--- src/rtl/mux16_1_reg.sv ---
// Registered 16:1 lane selector built as a 4-level tree of 2:1 cells.
// Define MUX16_1_PIPE_EN to add a pipeline stage between tree levels 1 and 2 (latency 2).
module mux16_1_reg #(
    parameter int unsigned WIDTH = 1
) (
    input  logic                clk,
    input  logic                reset_n,
    input  logic                en,
    input  logic [3:0]          sel,
    input  logic [16*WIDTH-1:0] in,
    output logic [WIDTH-1:0]    out,
    output logic                out_valid
);

    logic [WIDTH-1:0] lvl0     [8];
    logic [WIDTH-1:0] lvl1     [4];
    logic [WIDTH-1:0] stg_lvl1 [4];
    logic [1:0]       stg_sel;
    logic             stg_en;
    logic [WIDTH-1:0] lvl2     [2];
    logic [WIDTH-1:0] lvl3;

    // Levels 0 and 1: pairs (2j, 2j+1) steered by sel[0], then sel[1].
    always_comb begin
        for (int j = 0; j < 8; j++) begin
            lvl0[j] = sel[0] ? in[(2*j+1)*WIDTH +: WIDTH] : in[(2*j)*WIDTH +: WIDTH];
        end
        for (int j = 0; j < 4; j++) begin
            lvl1[j] = sel[1] ? lvl0[2*j+1] : lvl0[2*j];
        end
    end

`ifdef MUX16_1_PIPE_EN
    // Stage always loads; the staged enable carries bubbles to the output register.
    always_ff @(posedge clk or negedge reset_n) begin
        if (!reset_n) begin
            for (int j = 0; j < 4; j++) begin
                stg_lvl1[j] <= '0;
            end
            stg_sel <= 2'b00;
            stg_en  <= 1'b0;
        end else begin
            for (int j = 0; j < 4; j++) begin
                stg_lvl1[j] <= lvl1[j];
            end
            stg_sel <= sel[3:2];
            stg_en  <= en;
        end
    end
`else
    always_comb begin
        for (int j = 0; j < 4; j++) begin
            stg_lvl1[j] = lvl1[j];
        end
        stg_sel = sel[3:2];
        stg_en  = en;
    end
`endif

    // Levels 2 and 3 use the (possibly staged) upper select bits.
    always_comb begin
        for (int j = 0; j < 2; j++) begin
            lvl2[j] = stg_sel[0] ? stg_lvl1[2*j+1] : stg_lvl1[2*j];
        end
        lvl3 = stg_sel[1] ? lvl2[1] : lvl2[0];
    end

    always_ff @(posedge clk or negedge reset_n) begin
        if (!reset_n) begin
            out       <= '0;
            out_valid <= 1'b0;
        end else if (stg_en) begin
            out       <= lvl3;
            out_valid <= 1'b1;
        end
    end

endmodule

--- config.mk ---
export PLATFORM = sky130hd
export DESIGN_NAME = mux16_1_reg
export DESIGN_NICKNAME = d
export VERILOG_FILES = /design/src/rtl/mux16_1_reg.sv
export SDC_FILE = /design/constraint.sdc
export NUM_CORES = 1
export LEC_CHECK = 0
export ABC_AREA = 1
export CAP_MARGIN = 20
export CORE_AREA = 2 2 39 41
export DETAILED_ROUTE_END_ITERATION = 16
export DIE_AREA = 0 0 41 43
export GPL_TIMING_DRIVEN = 0
export PLACE_DENSITY = 0.58
export SLEW_MARGIN = 20
export SYNTH_ARGS = -nofsm -noshare
export SYNTH_HDL_FRONTEND = slang
export SYNTH_SLANG_ARGS = --single-unit
export TNS_END_PERCENT = 5
--- constraint.sdc ---
create_clock -name clk -period 0.9 [get_ports clk]
set_clock_uncertainty 0.1 [all_clocks]
set_input_delay 0.18 -clock clk [delete_from_list [all_inputs] [get_ports clk]]
set_output_delay 0.18 -clock clk [all_outputs]
set_load 0.005 [all_outputs]
==> impl_metrics.json <==
{
  "status": "finished, violations left",
  "failed_checks": "setup timing",
  "dpl_cell_area_um2": 500,
  "wl_per_cell_um": 8.28,
  "initial_core_util_pct": 17.1,
  "critPathMaxStageDelay_ns": 0.36,
  "rows": 14,
  "nNetsFinal": 96,
  "peakVddDrop_mv": 0.453,
  "die_area_um2": 1760,
  "antenna_cells": 0,
  "via_per_inst": 3.98,
  "io_pins": 25,
  "cts_tree": "built",
  "worstReg2RegStart": "out_valid",
  "gr-total-overflow": 0,
  "worstMarginPinSlew_ns": 0.0999,
  "clock_sinks": 2,
  "syn_nets": 68,
  "stdcell_count": 87,
  "critPathKind": "reg -> out",
  "ys_warn_count": 0,
  "critPathBufInv": 1,
  "layout_commonest_cell": "nand2_1",
  "fmax_mhz": 1020,
  "syn_avg_cell_area_um2": 5.26,
  "core-area_um2": 1380,
  "vias": 346,
  "period_needed_ns": 0.984,
  "r2r_slack_ns": 0.05,
  "slowest_stage": "dfrtp_1",
  "arrival_ns": 0.70,
  "ys_types": 7,
  "power.density_nw_per_um2": 931,
  "worstPathMaxFanout": 2,
  "relSlewSlack_pct": 93.3,
  "grt_first_pass_wirelength_mm": 1.26,
  "maxCapViolCount": 0,
  "drive_above_1_share_pct": 14.1,
  "synth-seq-area-share_pct": 21.2,
  "crit_path_cell_trace": "buf_2",
  "synthCells": 45,
  "dr.pass1.iters": 4,
  "syn_to_final_growth_pct": 105,
  "min_period_over_period_pct": 109,
  "hold_violations": 0,
  "cp-end-kind": "primary output",
  "hpwl_um": 593,
  "dp_cells": 84,
  "dr.first_iter.drc_count": 4,
  "track_usage_pct": 10.2,
  "ant_nets": 0,
  "r2r_cells": 1,
  "dp_slack_ns": -0.561,
  "p_total_uw": 452,
  "drc_errors": 0,
  "path_delay_family": "flip-flops",
  "r2r_end": "out_valid",
  "leakagePower_nw": 0.269,
  "clock-root-buffer": "clkbuf_4",
  "worst_slack_ns": -0.0844,
  "numPortBuffers": 23,
  "cp.required_ns": 0.62,
  "hold_class": "in -> async",
  "gp_congestion": 0.620,
  "die_x_um": 41,
  "clock_path_buffers": 2,
  "crit_path_start_kind": "flip-flop",
  "path_depth": 1,
  "die_h_um": 43,
  "grt_pass1_vias": 335,
  "postLayoutCellArea_um2": 485,
  "hold_buffers": 0,
  "grt_max_degree": 10,
  "setup_viol": 2,
  "antenna_found_initial": 0,
  "htree_levels": 1,
  "clk_pin_slew_worst_paths_ns": 0.03,
  "numCtsBuffers": 3,
  "wl_um": 720,
  "worstSkewPairLatency_ns": 0.22,
  "ys_ff_latch": 2,
  "mostFrequentLayoutCells": "nand2_1, dlygate4sd2_1, nand3_1",
  "synth_area_um2": 236,
  "drv_slew": 0,
  "rsz0062_at_grt": "true"
}
[per-layer routing]
layer | global-route usage, % | vias to the layer above | part of all wire [%]
met5 | 0 | - | 0
met4 | 6.00 | 0 | 2.6
met3 | 1.57 | 2 | 7.6
met2 | 14.4 | 15 | 47
met1 | 14.1 | 134 | 43
li1 | - | 195 | -
[flip-flops by register name, indices dropped and copies added, names as in the netlist]
signal and count:
out_valid 1, out 1
[metrics by stage]
| step | setup TNS (ns) | hold WS [ns] | utilization (%) |
|---|---|---|---|
| after floorplan | -0.0135 | -0.216 | - |
| after global placement | -1.20 | 0.249 | 36.2 |
| after detailed placement | -1.21 | 0.256 | 36.2 |
| after CTS | -0.188 | 0.0166 | 35.5 |
| after global routing | -0.280 | 0.0201 | 35.1 |
| final | -0.167 | 0.0215 | 35.1 |
[where the power goes]
part	switching [mW]	internal, mW	leakage, nW	total (mW)
registers	0.00248	0.0966	0.0213	0.0991
clock network	0.0508	0.147	0.0138	0.198
logic	0.0651	0.0901	0.234	0.155
total	0.118	0.334	0.269	0.452
[repair_timing]
action	CTS	global route
gates cloned	0	0
resized for setup	30	1
pin swaps	28	7
endpoints found under the hold margin	0	0
endpoints found under the setup margin	4	3
setup buffers	0	0
[worst max path at each step]
stage,start,to
after CTS,out,out
after global placement,sel[1],out
final,out,out
after floorplan,sel[0],out
after global routing,out_valid,out_valid
after detailed placement,sel[1],out
[synth_stat cells (all sizes together)]
cell | number | share of area, %
nand3 | 12 | 25
nand2 | 24 | 38
dfrtp | 2 | 21
buf | 1 | 4.8
inv | 5 | 7.9
or2 | 1 | 2.6
[logic make-up after synthesis]
family | count (synthesis) | synth area share [%]
flops | 2 | 21.2
simple gates | 37 | 66.1
buf+inv | 6 | 12.7
[cell type report]
class | instances | area [µm²]
plain buffers | 1 | 20.0
fillers | 164 | 898
well taps | 16 | 20.0
clock buffers | 3 | 22.5
inverters | 5 | 23.8
repair buffers | 23 | 193
flip-flops and latches | 2 | 50.0
multi-input cells | 37 | 156
Note: power is estimated with default switching activity, not from simulation.
